`config.mk`:
```
export PLATFORM = sky130hd
export DESIGN_NAME = cla_seq_adder
export DESIGN_NICKNAME = d
export VERILOG_FILES = /design/src/rtl/cla_pkg.sv /design/src/rtl/cla_slice.sv /design/src/rtl/cla_seq_adder.sv
export SDC_FILE = /design/constraint.sdc
export NUM_CORES = 1
export LEC_CHECK = 0
export CAP_MARGIN = 40
export CELL_PAD_IN_SITES_DETAIL_PLACEMENT = 1
export CELL_PAD_IN_SITES_GLOBAL_PLACEMENT = 1
export CORE_UTILIZATION = 37
export DETAILED_ROUTE_END_ITERATION = 12
export PLACE_DENSITY_LB_ADDON = 0.1
export RECOVER_POWER = 100
export SYNTH_ARGS = -nofsm -noshare
export SYNTH_HDL_FRONTEND = slang
export SYNTH_SLANG_ARGS = --single-unit
export TNS_END_PERCENT = 1
```
`constraint.sdc`:
```
create_clock -name clk -period 2.4 [get_ports clk]
set_input_delay 0.24 -clock clk [delete_from_list [all_inputs] [get_ports clk]]
set_output_delay 0.24 -clock clk [all_outputs]
set_load 0.05 [all_outputs]
```
`src/rtl/cla_pkg.sv`:
```
// Shared types and elaboration helpers for the sequential carry-lookahead adder.
package cla_pkg;

  typedef enum logic [1:0] {IDLE, BUSY, DONE} state_t;

  function automatic int unsigned num_slices(input int unsigned width, input int unsigned slice);
    return width / slice;
  endfunction

  // Slice index register width; a single-slice datapath still needs one bit.
  function automatic int unsigned idx_width(input int unsigned width, input int unsigned slice);
    int unsigned n;
    n = width / slice;
    return (n <= 1) ? 1 : $clog2(n);
  endfunction

  function automatic bit geometry_ok(input int unsigned width, input int unsigned slice);
    return (slice != 0) && (width != 0) && ((width % slice) == 0);
  endfunction

endpackage

```
`src/rtl/cla_slice.sv`:
```
// Combinational SLICE-bit carry-lookahead slice: sum, carry-out and carry into its MSB.
module cla_slice #(
  parameter int unsigned SLICE = 4
) (
  input  logic [SLICE-1:0] a,
  input  logic [SLICE-1:0] b,
  input  logic             cin,
  output logic [SLICE-1:0] sum,
  output logic             cout,
  output logic             c_msb
);

  logic [SLICE-1:0] p;
  logic [SLICE-1:0] g;
  logic [SLICE:0]   c;
  logic             term;
  logic             prod;

  assign p = a ^ b;
  assign g = a & b;

  // Each carry is the flattened sum-of-products g[i] | p[i]g[i-1] | ... | p[i..0]cin.
  always_comb begin
    c    = '0;
    term = 1'b0;
    prod = 1'b0;
    c[0] = cin;
    for (int unsigned i = 0; i < SLICE; i++) begin
      term = g[i];
      prod = p[i];
      for (int unsigned j = 0; j < i; j++) begin
        term = term | (prod & g[i-1-j]);
        prod = prod & p[i-1-j];
      end
      c[i+1] = term | (prod & cin);
    end
  end

  assign sum   = p ^ c[SLICE-1:0];
  assign cout  = c[SLICE];
  assign c_msb = c[SLICE-1];

endmodule

```
`src/rtl/cla_seq_adder.sv`:
```
// Multi-cycle WIDTH-bit adder/subtractor resolving one SLICE-bit lookahead slice per clock.
// Optional macro CLA_SEQ_OVERLAP_EN: accept a new operand in the same cycle a result retires.
module cla_seq_adder
  import cla_pkg::*;
#(
  parameter int unsigned WIDTH = 16,
  parameter int unsigned SLICE = 4
) (
  input  logic             clk,
  input  logic             rst,
  input  logic             in_valid,
  output logic             in_ready,
  input  logic [WIDTH-1:0] a,
  input  logic [WIDTH-1:0] b,
  input  logic             cin,
  input  logic             sub,
  output logic             out_valid,
  input  logic             out_ready,
  output logic [WIDTH-1:0] sum,
  output logic             cout,
  output logic             ovf
);

  localparam int unsigned N  = num_slices(WIDTH, SLICE);
  localparam int unsigned IW = idx_width(WIDTH, SLICE);

  generate
    if (!geometry_ok(WIDTH, SLICE)) begin : g_bad_geometry
      $error("cla_seq_adder: WIDTH must be a positive multiple of SLICE");
    end
  endgenerate

  state_t           state;
  logic [IW-1:0]    idx;
  logic             carry;
  logic [WIDTH-1:0] a_r;
  logic [WIDTH-1:0] b_r;
  logic             in_ready_r;
  logic             accept;
  logic             last;
  logic [SLICE-1:0] s_sum;
  logic             s_cout;
  logic             s_cmsb;

`ifdef CLA_SEQ_OVERLAP_EN
  assign in_ready = in_ready_r | (out_valid & out_ready);
`else
  assign in_ready = in_ready_r;
`endif

  assign accept = in_valid & in_ready;
  assign last   = (idx == IW'(N - 1));

  cla_slice #(.SLICE(SLICE)) u_slice (
    .a     (a_r[idx*SLICE +: SLICE]),
    .b     (b_r[idx*SLICE +: SLICE]),
    .cin   (carry),
    .sum   (s_sum),
    .cout  (s_cout),
    .c_msb (s_cmsb)
  );

  // Operand loading is hoisted out of the case so IDLE and the overlapped DONE share it.
  always_ff @(posedge clk or posedge rst) begin
    if (rst) begin
      state      <= IDLE;
      in_ready_r <= 1'b1;
      out_valid  <= 1'b0;
      sum        <= '0;
      cout       <= 1'b0;
      ovf        <= 1'b0;
      idx        <= '0;
      carry      <= 1'b0;
      a_r        <= '0;
      b_r        <= '0;
    end else begin
      if (accept) begin
        a_r        <= a;
        b_r        <= sub ? ~b : b;
        carry      <= sub ? 1'b1 : cin;
        idx        <= '0;
        state      <= BUSY;
        in_ready_r <= 1'b0;
      end
      case (state)
        BUSY: begin
          sum[idx*SLICE +: SLICE] <= s_sum;
          carry                   <= s_cout;
          if (last) begin
            state     <= DONE;
            out_valid <= 1'b1;
            cout      <= s_cout;
            ovf       <= s_cmsb ^ s_cout;
            idx       <= '0;
          end else begin
            idx <= idx + 1'b1;
          end
        end
        DONE: begin
          if (out_ready) begin
            out_valid <= 1'b0;
            if (!accept) begin
              state      <= IDLE;
              in_ready_r <= 1'b1;
            end
          end
        end
        default: ;
      endcase
    end
  end

endmodule

```
* After elaboration in Yosys (flattened, before gate mapping) *
Cells that the tools add are included.

word-level totals
  output and inout bits = 20
  register bits after elaboration = 57
  word-level logic and storage cells = 77
  input port bits = 38

operators by class
  add/subtract/negate cells = 2
  bitwise gates (word level) = 32
  reduce and logical (&&, ||, !) cells = 4
  shift operators = 4
  muxes and demuxes = 20
  eq/ne operators = 5

operators by type and width
  kind                                                   number
  negator 4 -> 34 bit                                    1
  variable shift 4 x 34 -> 16 bit, first input constant  1
  variable part select 4 x 34 -> 16 bit                  1
  variable part select 16 x 5 -> 4 bit                   2
  AND 1 bit                                              17
  bitwise mux 16 bit                                     1
  2-to-1 mux 16 bit                                      1
  NOT 16 bit                                             1
  2-to-1 mux 2 bit                                       7
  bitwise OR 1 bit                                       10
  2-to-1 mux 1 bit                                       9
  bitwise XOR 4 bit                                      2
  AND 4 bit                                              1
  == test 2 bit, second input constant                   2
  != test 2 bit, second input constant                   2
  case mux 2 bit (2 select lines)                        1
  nonzero test 2 bit                                     2
  AND reduction 3 bit                                    1
  adder 2 x 1 -> 2 bit, second input constant            1
  == test 2 x 1 -> 1 bit, second input constant          1
  case mux 1 bit (2 select lines)                        1
  AND reduction 2 bit                                    1
  bitwise XOR 1 bit                                      1

* Longest topological paths before layout *
Gate-level depths: netlist (run 1).

  depth after elaboration = 9
  gate-level depth with buffers = 8
  mapped depth without buffers = 6

* By module *
Synthesis (run 1) repeated with hierarchy kept, for this count alone.

second synthesis, totals
  cell total of the unflattened synthesis = 240
  area total of the unflattened synthesis = 2,880.3 um^2

modules (own cells, without submodules)
  module         area each (um^2)  cells each  seq. area each (um^2)  instances
  cla_seq_adder  2,725.1           222         1,427.6                1
  cla_slice      155.1             18          0.0                    1

* Least setup slack after synthesis (run 1) *
Ideal clock, no wire load.

  path type = register to register
  start = reg idx[0]
  end = reg sum[11]
  required time = 2.279 ns
  arrival time = 2.293 ns
  setup time = 0.121 ns
  path buffers = 2
  stages on the path, launching flop included = 9
  setup slack = -0.013 ns
  period minus slack after synthesis = 2.413 ns
  cell sequence = dfrtp_1 buf_2 buf_6 mux4_2 ha_1 a211oi_2 o21bai_2 xor2_2 a22o_1

between the ends
  cells in the longest elaborated chain, start to end = 9
  elaborated cells between the ends (all ways) = 24
  those cells by class = add/sub: 1; shift: 4; mux: 1; bitwise: 18

RTL lines
  element                                                  line                                      text
  start, declared                                          cla_seq_adder.sv:34                       logic [IW-1:0] idx;
  start signal, assigned                                   cla_seq_adder.sv:96                       idx <= idx + 1'b1;
  variable part select 16 x 5 -> 4 bit (on tied branches)  cla_seq_adder.sv:55, cla_seq_adder.sv:56
  bitwise XOR 4 bit / AND 4 bit (equally long branches)    cla_slice.sv:19, cla_slice.sv:20
  AND 1 bit (on tied branches)                             cla_slice.sv:32, cla_slice.sv:33
  bitwise OR 1 bit (tied with other cells)                 cla_slice.sv:32                           term = term | (prod & g[i-1-j]);
  bitwise OR 1 bit / AND 1 bit (equally long branches)     cla_slice.sv:32, cla_slice.sv:35
  bitwise OR 1 bit                                         cla_slice.sv:35                           c[i+1] = term | (prod & cin);
  bitwise XOR 4 bit                                        cla_slice.sv:39                           assign sum = p ^ c[SLICE-1:0];
  variable part select 4 x 34 -> 16 bit                    cla_seq_adder.sv:87                       sum[idx*SLICE +: SLICE] <= s_sum;
  bitwise mux 16 bit (*)                                   cla_seq_adder.sv:87
  end signal, assigned by index                            cla_seq_adder.sv:87
  end, declared                                            cla_seq_adder.sv:19                       output logic [WIDTH-1:0] sum,

Mark *: on every way between the ends. The rest lies on a longest branch, timed or not.
A chain may end at the register's enable or synchronous reset.

* Final worst setup path (run 1) *
  start = reg idx[0]
  end = reg sum[14]

Same word-level chain as after synthesis.

==> reports/metrics.cfg, run 1 <==
[run_status]
status = finished clean

[sta]
setup_tns_ns = 0
slew_headroom_pct = 24.0
rsz0062_at_grt = no
fmax_mhz = 435
postLayoutSetupSlackWorst_ns = 0.0990
period_share_pct = 95.9
min_period_ns = 2.30
fin_skew_ns = 0.00875
setup_viol = 0
worst_pin_slew_ns = 1.14
final_max_slew_viol_count = 0
hold_viol_final = 0

[grt]
grt_max_degree = 34
use_met1_pct = 20.5
grt-busiest-layer = met2
grt-ovfl-total = 0
track_usage_pct = 16.8
grt_antenna_before_repair = 0
grt_pass1_wl_um = 9770
grt_pass1_vias = 1951
use_met3_pct = 4.16
grt_use_met2_pct = 28.5

[synth]
synth_area_leaders = dfrtp_1 50%, mux4_2 6.4%, ha_1 5.8%
synth_fp_nets = 275
yosys.area.top_type = dfrtp_1
synth_area_mm2 = 0.00281
synthMostInstantiatedCell = dfrtp_1
synthFlopType = dfrtp_1
syn_inst = 223
yosys.cell_types.count = 36
seq_area_frac_synth_pct = 50.7
ys_ff_latch = 57
yosys_warnings = 0
async_flop_share_pct = 100
synth_top_area_share_pct = 49.8
synth.avg_cell_area_um2 = 12.6
synth_common_cells = 56 x dfrtp_1, 25 x nand2_1, 21 x o21ai_0
synth_edf_count = 0

[clock_tree]
cts.sinks = 57
cts_root_buf = clkbuf_8
path_clk_slew_ns = 0.07
cts_hold_buffers = 0
cts_max_path_buffers = 2
cts_tree = built
clock_latency_ns = 0.34
cts_htree_levels = 3
cts_buffers = 9

[run]
maxCapViolCount = 0

[placement]
routabilityCongestion = 0.754
hpwlAfterDp_um = 4380
dp_slack_ns = 0.0204
dpl_cell_area_mm2 = 0.00353
dp_cells = 379
port_buffers = 57

[power_and_ir_drop]
leakage_nw = 1.67
p_per_area_mw_per_mm2 = 1370
ir_drop_mv = 0.488

[floorplanning]
rows = 31
fp.dieH_um = 89.2
start_util_pct = 38.6
die-area_mm2 = 0.00796
pin_count = 58
fp.coreArea_mm2 = 0.00729
die_w_um = 89.2

[setup_path]
cp_slowest_cell = mux4_2
path_class = reg2reg
crit_path_max_fanout = 5
required_ns = 2.62
reg2reg_depth = 8
cpPeakStageDelay_ns = 0.53
crit_chain = buf_4 -> mux4_2 -> ha_1 -> a21o_1 -> a21oi_2 -> xnor2_1 -> clkbuf_2 -> a22o_1
cp_num_cells = 8
crit_arrival_ns = 2.52
critPathLaunchType = register
path_buf_inv = 2
crit_family = compound AO/OA/AOI/OAI gates
end_kind = register

[final_layout]
antenna_cells = 0
area_delta_synth_final_pct = 32.4
drive_above_1_share_pct = 18.2
final_nets = 345
finalNonFillerCells = 396
utilization_pct = 51.1
final_cell_area_mm2 = 0.00372

[detailed_routing]
ant_nets = 0
routed_via_density = 4.84
wl_um = 5740
routed-via-count = 1917
wire_per_inst_um = 14.5
dr.pass1.iters = 4
drc_errors = 0
drtIter0Drc = 49

[worst_hold_path]
min_path_cells = 2
worstHoldPathType = reg2reg

registers in the layout, summed over array words and instances, names as in the netlist, 2 cells and up:
signal,count
state,2
idx,2
sum,16
a_r,16
b_r,16
per-layer routing:
layer | part of all wire (%) | routed length (um) | vias up
met2 | 51 | 2910 | 37
met5 | 0 | 0 | -
met4 | 1.9 | 108 | 0
met1 | 45 | 2560 | 934
met3 | 2.9 | 168 | 7
li1 | - | - | 939
layout by cell type (no fill, tap or decap), types with 3 or more instances in the layout:
master / count
dlygate4sd3_1: 21
inv_1: 7
buf_4: 8
clkbuf_1: 4
mux2_2: 14
a22o_1: 18
mux4_2: 8
ha_1: 12
clkdlybuf4s50_1: 36
mux2i_1: 3
a21oi_1: 5
clkbuf_8: 11
o21ai_0: 21
xnor2_1: 17
nand2_1: 25
dfrtp_1: 55
where the power goes:
group          internal (mW)  switching, mW  total (mW)
Clock                  0.527          0.365       0.892
Sequential              1.35          0.251        1.60
Combinational           1.15           1.48        2.62
metrics by stage:
step / hold WS, ns / total power [mW]
floorplan: 0.298 / 3.39
global placement: 0.466 / 4.28
detailed placement: 0.471 / 4.34
CTS: 0.284 / 5.25
global route: 0.506 / 5.50
finish: 0.478 / 5.12
tightest hold or removal path, delay by kind of cell (launching register included):
kind            cells  cell delay (ns)
flops               1             0.34
compound gates      1             0.06
simple gates        1             0.05
final timing paths:
kind                               startpoint                   to  slack (ns)
max                        idx[0]$_DFFE_PP0P_  sum[14]$_DFFE_PP0P_         0.1
max in group asynchronous                 rst   idx[0]$_DFFE_PP0P_        0.50
min                        b_r[5]$_DFFE_PP0P_   b_r[5]$_DFFE_PP0P_        0.48
min reg2reg                b_r[5]$_DFFE_PP0P_   b_r[5]$_DFFE_PP0P_        0.48
min in group asynchronous                 rst   sum[5]$_DFFE_PP0P_        0.54
max reg2reg                idx[0]$_DFFE_PP0P_  sum[14]$_DFFE_PP0P_         0.1
kinds of logic (layout without fill, tap and decap cells):
| family | Yosys count | count (layout) | share of synthesized area (%) |
|---|---|---|---|
| simple gates | 35 | 35 | 6.31 |
| buf+inv | 18 | 92 | 3.56 |
| compound gates | 53 | 53 | 12.8 |
| xor+xnor | 19 | 19 | 6.18 |
| flops | 57 | 57 | 50.7 |
| mux | 27 | 27 | 13.9 |
| fa+ha+maj | 14 | 14 | 6.49 |
cell type report:
type	instances	area, um2
flip-flops and latches	57	1430
clock buffers	12	155
multi-input cells	148	1300
fillers	803	3570
clock inverters	3	40.0
repair buffers	70	652
inverters	7	26.3
well taps	99	124
repair_timing:
action,CTS,global route
resized for setup,0,2
endpoints found under the setup margin,0,7
buffers inserted,0,2
Note: power is estimated with default switching activity, not from simulation.
==> run 2, diff against run 1 <==
--- a/config.mk
+++ b/config.mk
@@ -10,6 +10,7 @@
 export CELL_PAD_IN_SITES_GLOBAL_PLACEMENT = 1
 export CORE_UTILIZATION = 37
 export DETAILED_ROUTE_END_ITERATION = 12
+export HOLD_SLACK_MARGIN = 0.12
 export PLACE_DENSITY_LB_ADDON = 0.1
 export RECOVER_POWER = 100
 export SYNTH_ARGS = -nofsm -noshare
==> results of run 2 <==
Same layout as run 1: the final DEF is identical, and so are final timing and power.
==> run 3, diff against run 2 <==
--- a/config.mk
+++ b/config.mk
@@ -11,6 +11,7 @@
 export CORE_UTILIZATION = 37
 export DETAILED_ROUTE_END_ITERATION = 12
 export HOLD_SLACK_MARGIN = 0.12
+export MAX_ROUTING_LAYER = met4
 export PLACE_DENSITY_LB_ADDON = 0.1
 export RECOVER_POWER = 100
 export SYNTH_ARGS = -nofsm -noshare
==> run 3 against run 2 <==
  * Worst setup slack hardly changed
  * Clock skew hardly changed
  * Register-to-register slack hardly changed
  * Count of clock-buffer cells in the layout stayed put
  * Critical endpoint unchanged
==> reports/metrics.cfg, run 3 (same netlist as run 1, synthesis figures left out) <==
[setup_path]
crit_path_max_fanout = 5
critPathLaunchType = register
crit_arrival_ns = 2.52
required_ns = 2.62
path_class = reg2reg
end_kind = register

[sta]
min_period_ns = 2.30
setup_tns_ns = 0
hold_viol_final = 0
fin_skew_ns = 0.00875
fmax_mhz = 435
slew_headroom_pct = 24.9
worst_pin_slew_ns = 1.13
postLayoutSetupSlackWorst_ns = 0.0990
period_share_pct = 95.9
rsz0062_at_grt = no
setup_viol = 0
final_max_slew_viol_count = 0

[run]
maxCapViolCount = 0

[final_layout]
drive_above_1_share_pct = 18.2
fill_cells = 803
top_regs = a_r: 16 flops, b_r: 16 flops, sum: 16 flops
final_cell_area_mm2 = 0.00372
utilization_pct = 51.1
multiInputGateArea_mm2 = 0.00130
final_cell_mix = 55 x dfrtp_1, 36 x clkdlybuf4s50_1, 25 x nand2_1, 21 x o21ai_0, 21 x dlygate4sd3_1
final_common_cell = dfrtp_1
ff_latch_area_mm2 = 0.00143
antenna_cells = 0
area_delta_synth_final_pct = 32.4
final_nets = 345

[placement]
routabilityCongestion = 0.764
dpl_cell_area_mm2 = 0.00353
dp_slack_ns = 0.0204
port_buffers = 57
hpwlAfterDp_um = 4380

[floorplanning]
fp.dieH_um = 89.2
pin_count = 58
fp.coreArea_mm2 = 0.00729
die-area_mm2 = 0.00796
rows = 31
die_w_um = 89.2
start_util_pct = 38.6

[worst_hold_path]
worstHoldPathType = reg2reg

[clock_tree]
cts_max_path_buffers = 2
cts_buffers = 9
clock_latency_ns = 0.34
cts_htree_levels = 3
path_clk_slew_ns = 0.07
cts_root_buf = clkbuf_8
cts.sinks = 57
cts_tree = built

[grt]
grt_pass1_wl_um = 9780
grt_pass1_vias = 1949
grt-ovfl-total = 0
track_usage_pct = 17.3
grt_max_degree = 34
grt_antenna_before_repair = 0

[power_and_ir_drop]
ir_drop_mv = 0.488
p_per_area_mw_per_mm2 = 1370
leakage_nw = 1.67
p_total_mw = 5.12

[detailed_routing]
drc_errors = 0
drtIter0Drc = 52
dr.pass1.iters = 4
ant_nets = 0
routed-via-count = 1921
wire_per_inst_um = 14.5
wl_um = 5740
routed_via_density = 4.85

[run_status]
status = finished clean

run 3: cell counts in the layout (fill, tap and decap cells not counted):
No cell type changed its count.
run 3: path summary, 6_finish.rpt:
check | startpoint | end | slack, ns | cells past startpoint
max in group asynchronous | rst | idx[0]$_DFFE_PP0P_ | 0.51 | 3
max | idx[0]$_DFFE_PP0P_ | sum[14]$_DFFE_PP0P_ | 0.1 | 8
min in group asynchronous | rst | sum[5]$_DFFE_PP0P_ | 0.54 | 2
min reg2reg | b_r[8]$_DFFE_PP0P_ | b_r[8]$_DFFE_PP0P_ | 0.48 | 2
min | b_r[8]$_DFFE_PP0P_ | b_r[8]$_DFFE_PP0P_ | 0.48 | 2
max reg2reg | idx[0]$_DFFE_PP0P_ | sum[14]$_DFFE_PP0P_ | 0.1 | 8
run 3: layer usage:
layer / track usage [%] / part of all wire, % / up-vias
met4: 6.93 / 1.9 / 0
met2: 28.5 / 50 / 37
li1: - / - / 940
met1: 20.5 / 45 / 937
met3: 4.16 / 3.0 / 7
met5: - / 0 / -
run 3: per-stage QoR:
stage | hold slack (ns) | cells
after floorplan | 0.298 | 223
after global placement | 0.466 | 379
after detailed placement | 0.471 | 379
after CTS | 0.284 | 394
after global routing | 0.506 | 396
final | 0.478 | 396
run 3: worst max-delay path: stages (launching register included):
cell      delay (ns)
dfrtp_2         0.42
buf_4           0.13
mux4_2          0.53
ha_1            0.33
a21o_1          0.18
a21oi_2         0.15
xnor2_1         0.08
clkbuf_2        0.15
a22o_1          0.21
run 3: layout make-up:
| cell class | count | share of cell area [%] |
|---|---|---|
| Clock buffer | 12 | 4.17 |
| Multi-Input combinational cell | 148 | 34.9 |
| Timing Repair Buffer | 70 | 17.5 |
| Inverter | 7 | 0.705 |
| Clock inverter | 3 | 1.07 |
| Tap cell | 99 | 3.33 |
| Sequential cell | 57 | 38.4 |
run 3: repair_timing:
action / in CTS / in global routing
hold buffers: 0 / 0
endpoints found under the setup margin: 0 / 7
buffers inserted: 0 / 2
gates resized for setup: 0 / 2
run 3: power breakdown:
part,switching (mW),internal [mW],leakage [nW]
Clock,0.369,0.527,0.102
Combinational,1.48,1.15,0.839
Sequential,0.251,1.35,0.731
Total,2.10,3.02,1.67
